### src/rtl/tdm_demux.sv
// ----------------------------------------------------------------------------
// tdm_demux
// Splits a serial TDM stream into CHANNELS parallel slot registers. Slot 0 is
// marked by frame_sync. A frame is acquired in HUNT and slots are then counted
// in RUN. Every beat that is written appears one cycle later on out_data, and
// its channel bit pulses on out_valid.
//
// Optional feature: define TDM_DEMUX_SYNC_CHECK_EN to check frame alignment in
// RUN. A missing sync at slot 0 sends the block back to HUNT. An early sync
// resyncs the block onto channel 0. Either case pulses sync_err. When the macro
// is not defined, sync_err is tied to 0 and RUN counts slots freely.
//
// Ports:
//   clk, rst_n     clock, asynchronous active-low reset
//   in_data        slot payload (WIDTH bits)
//   in_valid       in_data carries a beat this cycle
//   frame_sync     the current beat is slot 0 (only meaningful with in_valid)
//   out_data       channel k held in bits [k*WIDTH +: WIDTH]
//   out_valid      one-cycle pulse on the bit of the channel just written
//   frame_done     one-cycle pulse when the last slot of a frame is written
//   sync_err       one-cycle framing-error pulse (only with the check enabled)
// ----------------------------------------------------------------------------
module tdm_demux #(
   parameter int unsigned CHANNELS = 4,
   parameter int unsigned WIDTH    = 8
) (
   input  logic                         clk,
   input  logic                         rst_n,
   input  logic [WIDTH-1:0]             in_data,
   input  logic                         in_valid,
   input  logic                         frame_sync,
   output logic [CHANNELS*WIDTH-1:0]    out_data,
   output logic [CHANNELS-1:0]          out_valid,
   output logic                         frame_done,
   output logic                         sync_err
);

   localparam int unsigned CNT_W = (CHANNELS > 1) ? $clog2(CHANNELS) : 1;
   localparam logic [CNT_W-1:0] LAST_SLOT = CNT_W'(CHANNELS - 1);

   typedef enum logic {
      HUNT = 1'b0,
      RUN  = 1'b1
   } state_t;

   state_t                      state_q, state_d;
   logic [CNT_W-1:0]            cnt_q, cnt_d;
   logic [CHANNELS*WIDTH-1:0]   data_d;
   logic [CHANNELS-1:0]         valid_d;
   logic                        done_d;
   logic                        wr_en;
   logic [CNT_W-1:0]            wr_sel;
   logic                        advance;
`ifdef TDM_DEMUX_SYNC_CHECK_EN
   logic                        err_d;
`endif

   // Next-state, slot selection and next output values
   always_comb begin
      state_d = state_q;
      cnt_d   = cnt_q;
      done_d  = 1'b0;
      wr_en   = 1'b0;
      wr_sel  = '0;
      advance = 1'b0;
      data_d  = out_data;
      valid_d = '0;
`ifdef TDM_DEMUX_SYNC_CHECK_EN
      err_d   = 1'b0;
`endif

      if (in_valid) begin
         unique case (state_q)
            HUNT: begin
               if (frame_sync) begin
                  wr_en   = 1'b1;
                  wr_sel  = '0;
                  cnt_d   = CNT_W'(1);
                  state_d = RUN;
               end
            end
            RUN: begin
`ifdef TDM_DEMUX_SYNC_CHECK_EN
               if ((cnt_q == '0) && !frame_sync) begin
                  // Lost alignment: drop the beat and reacquire
                  err_d   = 1'b1;
                  cnt_d   = '0;
                  state_d = HUNT;
               end else if (frame_sync && (cnt_q != '0)) begin
                  // Early sync: abandon the partial frame and restart at slot 0
                  err_d   = 1'b1;
                  wr_en   = 1'b1;
                  wr_sel  = '0;
                  cnt_d   = CNT_W'(1);
               end else begin
                  advance = 1'b1;
               end
`else
               advance = 1'b1;
`endif
            end
            default: state_d = HUNT;
         endcase
      end

      // Normal in-frame write with wrap after the last slot
      if (advance) begin
         wr_en  = 1'b1;
         wr_sel = cnt_q;
         if (cnt_q == LAST_SLOT) begin
            done_d = 1'b1;
            cnt_d  = '0;
         end else begin
            cnt_d  = cnt_q + CNT_W'(1);
         end
      end

      for (int unsigned k = 0; k < CHANNELS; k++) begin
         if (wr_en && (wr_sel == CNT_W'(k))) begin
            data_d[k*WIDTH +: WIDTH] = in_data;
            valid_d[k]               = 1'b1;
         end
      end
   end

   // State and registered outputs
   always_ff @(posedge clk or negedge rst_n) begin
      if (!rst_n) begin
         state_q    <= HUNT;
         cnt_q      <= '0;
         out_data   <= '0;
         out_valid  <= '0;
         frame_done <= 1'b0;
      end else begin
         state_q    <= state_d;
         cnt_q      <= cnt_d;
         out_data   <= data_d;
         out_valid  <= valid_d;
         frame_done <= done_d;
      end
   end

`ifdef TDM_DEMUX_SYNC_CHECK_EN
   // Framing-error pulse
   always_ff @(posedge clk or negedge rst_n) begin
      if (!rst_n) begin
         sync_err <= 1'b0;
      end else begin
         sync_err <= err_d;
      end
   end
`else
   assign sync_err = 1'b0;
`endif

endmodule

### config.mk
export PLATFORM = sky130hd
export DESIGN_NAME = tdm_demux
export DESIGN_NICKNAME = d
export VERILOG_FILES = /design/src/rtl/tdm_demux.sv
export SDC_FILE = /design/constraint.sdc
export NUM_CORES = 1
export LEC_CHECK = 0
export CAP_MARGIN = 0
export CORE_UTILIZATION = 48
export DETAILED_ROUTE_END_ITERATION = 8
export PLACE_DENSITY = 0.83
export SYNTH_ARGS = -nofsm -noshare
export SYNTH_HDL_FRONTEND = slang
export SYNTH_SLANG_ARGS = --single-unit
### constraint.sdc
create_clock -name clk -period 3.85 [get_ports clk]
set_clock_uncertainty 0.05 [all_clocks]
set_input_delay 0.5775 -clock clk [delete_from_list [all_inputs] [get_ports clk]]
set_output_delay 0.5775 -clock clk [all_outputs]
set_load 0.01 [all_outputs]
# == Word level (Yosys, flattened, before mapping) ==
# Index checks and enable logic that the tools add are counted.
# Widths: inputs -> output; s select.
# word_totals
word_cells,41
register_bits,40
# op_classes
n_eq_ne,5
reduce_logical,8
n_mux,19
add_sub_neg,1
# ops
cell,n
$mux 1,13
$mux 2,6
$eq 2x2->1 const B,3
$logic_and 1x1->1,4
$reduce_bool 2->1,2
$reduce_and 3->1,1
$add 2x1->2 const B,1
$eq 2x1->1 const B,1
$logic_not 2->1,1
$ne 2x1->1 const B,1

# == Logic depth before layout (Yosys ltp) ==
# logic_depth
word_depth,6
mapped_depth,4

# == Worst setup path after synthesis ==
# OpenSTA, ideal clock, no wires.
# synth_timing
path_kind,input port to flip-flop
start,input port frame_sync
end,register out_data[0]
setup_time_ps,125
arrival_time_ps,1323
required_time_ps,3675
n_path_buf,0
setup_slack_ps,2353
path_stages,3
cell_sequence,nor2b_1 -> o21ai_4 -> mux2_2
# synth_via
elab_chain_len,5
# synth_rtl
element,line_no,text
"start, declared",31,"input logic frame_sync,"
$mux 1,75,if (frame_sync) begin
$mux 1,73,unique case (state_q)
$mux 1,72,if (in_valid) begin
$mux 1,107,if (advance) begin
$logic_and 1x1->1,119,if (wr_en && (wr_sel == CNT_W'(k))) begin
"end signal, assigned",137,out_data <= data_d;
"end, declared",32,"output logic [CHANNELS*WIDTH-1:0] out_data,"
# Every way passes these cells.
# A chain may end at the register's enable or synchronous reset.

# == Worst setup path in the final report ==
# layout_timing
start,input port in_valid
end,register out_data[22]
# layout_via
elab_chain_len,4
elab_cells_between_ends,6
cone_classes,eq/ne (1); mux (4); reduce/logical (1)
# layout_rtl
element,line_no,text
"start, declared",30,"input logic in_valid,"
$mux 1,72,
$mux 2,107,
$eq 2x2->1,119,
$logic_and 1x1->1 *,119,
# Mark *: on every way between the ends. The rest lies on a longest branch, timed or not.

==> summary.txt <==
Status
  • Status: finished, final reports clean

Critical path
  • Worst R2R Path Depth: 3
  • CP Cell Sequence: clkdlybuf4s50_1 -> and2_1 -> nand3_4 -> mux2_1
  • WS Path Type: primary input to flop
  • Critical path required time: 4.03 ns
  • Startpoint types: primary input
  • CP max FO: 9
  • Critical path's slowest cell: clkdlybuf4s50_1
  • CP endpoint kind: flop
  • CP max stage delay: 0.57 ns
  • Critical Path AT: about 2.1 ns

Floorplanning
  • Std-Cell Rows: 20
  • Die Span Y: 58.99 um
  • Floorplan Core Area: 3078 um^2
  • Initial Util: 50.65%
  • Die ar.: 3480 um^2
  • Io pins: 50
  • Die width: 58.99 um

Drt
  • Drc violations: 0
  • DR pass1 iterations: 4
  • Initial drt markers: 13
  • Drt wl/cell: 15.05 um
  • DRT Wirelength: ~2900 um
  • Remaining antenna violation count: 0
  • Avg Vias per Cell: approximately 5.0
  • Via count: ~950

Final layout
  • Area growth syn-to-layout: 36.84%
  • Nets: between 150 and 200
  • Ant. Diodes: 0
  • Non-Filler Instances: about 190
  • Layout cells sized above 1: between 30% and 40%

Synth
  • Cells after Synth: 94
  • Yosys cell types: 21
  • Synth area leader: dfrtp_1
  • Register area share after synthesis: about 64%
  • Largest cells by area after synthesis: dfrtp_1, mux2_2, nand3_4, nand3b_4, inv_1
  • Syn Nets: 107
  • Synth top area share: around 64%
  • Flops & latches, synth: 40
  • Avg Synthesized Cell Area: approximately 17 um^2
  • Mapped cell area: ~1600 um^2
  • Yosys warns: 0

Clock tree
  • Clk buf depth: 2
  • TritonCTS buffer count: 5
  • Root Driver: clkbuf_4
  • # resized after CTS: 0
  • Setup bufs post-CTS: 0
  • Sink Count: 40
  • Hold Buf Count CTS: 0
  • H-tree levels: 2
  • Clk slew on worst S/H paths: approximately 0.11 ns
  • Latest clock arrival within the worst-skew pair: approximately 0.33 ns
  • TritonCTS clock tree: done

Job
  • Max-Cap Viols: 0

Timing
  • Setup TNS: 0 ns
  • Final hold violations: 0
  • RSZ-0062 raised after global routing: no
  • Final worst path period need: around 1.9 ns
  • Final Setup Violations: 0
  • Tcrit/Tclk final: roughly 50%
  • Maximum operating frequency: about 0.52 GHz
  • Slew Limit Fails: 0
  • Worst relative slew slack: between 40% and 50%
  • Worst slew pin tran: roughly 0.85 ns

Global route
  • GRT Overall Usage: about a fifth
  • First-pass GRT wire length: about 4900 um
  • Vias in the first global route: about 1000
  • Overflow after GRT: 0
  • Largest net degree at the start of global routing: 41
  • Initial antenna violation count: 0

Placed design
  • GPL Wtd Cong: approximately 0.67
  • Dpl hpwl: around 2000 um
  • Port buffer count: 48
  • Placed cell count: between 150 and 200

Min path
  • Worst hold path class: primary input to asynchronous set/reset pin

Pwr
  • Pwr Density: 803.3 nW/um^2
  • VDD IR max: 433.7 uV
  • P_leak: ~0.94 nW
-- registers in the layout, summed over array words and instances (netlist names) --
register / flops
cnt_q: 2
frame_done: 1
out_data: 32
out_valid: 4
state_q: 1
-- cells in the mapped netlist --
library cell,count
nand3b_4,1
a21oi_1,1
a21o_2,1
mux2_2,30
buf_6,1
buf_4,1
ha_1,1
conb_1,1
a22o_2,1
dfrtp_1,40
and2_1,1
o21a_1,1
inv_1,5
o21ai_4,1
and3_2,1
nor3b_2,1
mux2_1,1
o21ai_0,1
mux2_4,1
nor2b_1,1
nand3_4,2
-- report_power, final --
group | switching, mW | total, mW | internal [mW] | leakage (nW)
logic | 0.273 | 0.767 | 0.494 | 0.429
registers | 0.116 | 0.725 | 0.610 | 0.479
clock network | 0.132 | 0.221 | 0.0895 | 0.0315
-- logic make-up after synthesis --
kind of cell / synth area share, %
buffers and inverters: 2.408
other: 0.2405
AND/OR/NAND/NOR: 5.618
AO/OA/AOI/OAI: 3.371
multiplexers: 23.35
adder cells (fa/ha/maj): 0.8024
flip-flops: 64.21
-- layout make-up --
type	count	area [um^2]
clock buffer	7	55.05
clock inverter	1	7.507
fill	238	944.7
inverter	5	18.77
multi-input combinational	47	520.5
sequential	40	1001
tap	44	55.05
timing repair buffer	48	475.5
-- through the flow --
step / setup WS (ns) / power [mW] / hold slack [ns] / instance area, um^2 / util [%]
2_1_floorplan: 2.353 / 1.059 / 0.2319 / 1559 / -
3_3_place_gp: 1.649 / 1.482 / 0.4360 / 2071 / 67.28
3_5_place_dp: 1.558 / 1.507 / 0.4424 / 2071 / 67.28
4_1_cts: 1.930 / 1.733 / 0.2984 / 2133 / 69.31
5_1_grt: 1.856 / 1.814 / 0.3303 / 2133 / 69.31
6_report: 1.934 / 1.714 / 0.2803 / 2133 / 69.31
-- metal layers --
layer | vias to the layer above | routed length (um) | track usage [%]
li1 | 429 | - | -
met1 | 478 | 1244 | 24.29
met2 | 33 | 1418 | 31.98
met3 | 11 | 149 | 6.114
met4 | 0 | 78 | 11.90
met5 | - | 0 | 0
-- final timing paths --
| kind | startpoint | endpoint | slack (ns) |
|---|---|---|---|
| max in group asynchronous | rst_n | out_data[29] | 2.94 |
| hold reg to reg | out_data[5] | out_data[5] | 0.47 |
| setup / recovery | in_valid | out_data[22] | 1.93 |
| hold / removal | rst_n | out_data[4] | 0.28 |
| setup reg to reg | cnt_q[0] | out_data[0] | 2.31 |
| min in group clk | out_data[5] | out_data[5] | 0.47 |
-- placed cells by master, fill, tap and decap left out, types with 2 or more instances in the layout --
master	Yosys	layout
inv_1	5	5
nand3_4	2	2
dfrtp_1	40	40
clkbuf_4	0	5
mux2_2	30	30
clkdlybuf4s50_1	0	47
-- worst max-delay path: cells and delay by family --
family                 cells  cell delay [ns]
AND/OR/NAND/NOR            2             0.59
buffers and inverters      1             0.57
multiplexers               1             0.36
Note: power is estimated with default switching activity, not from simulation.
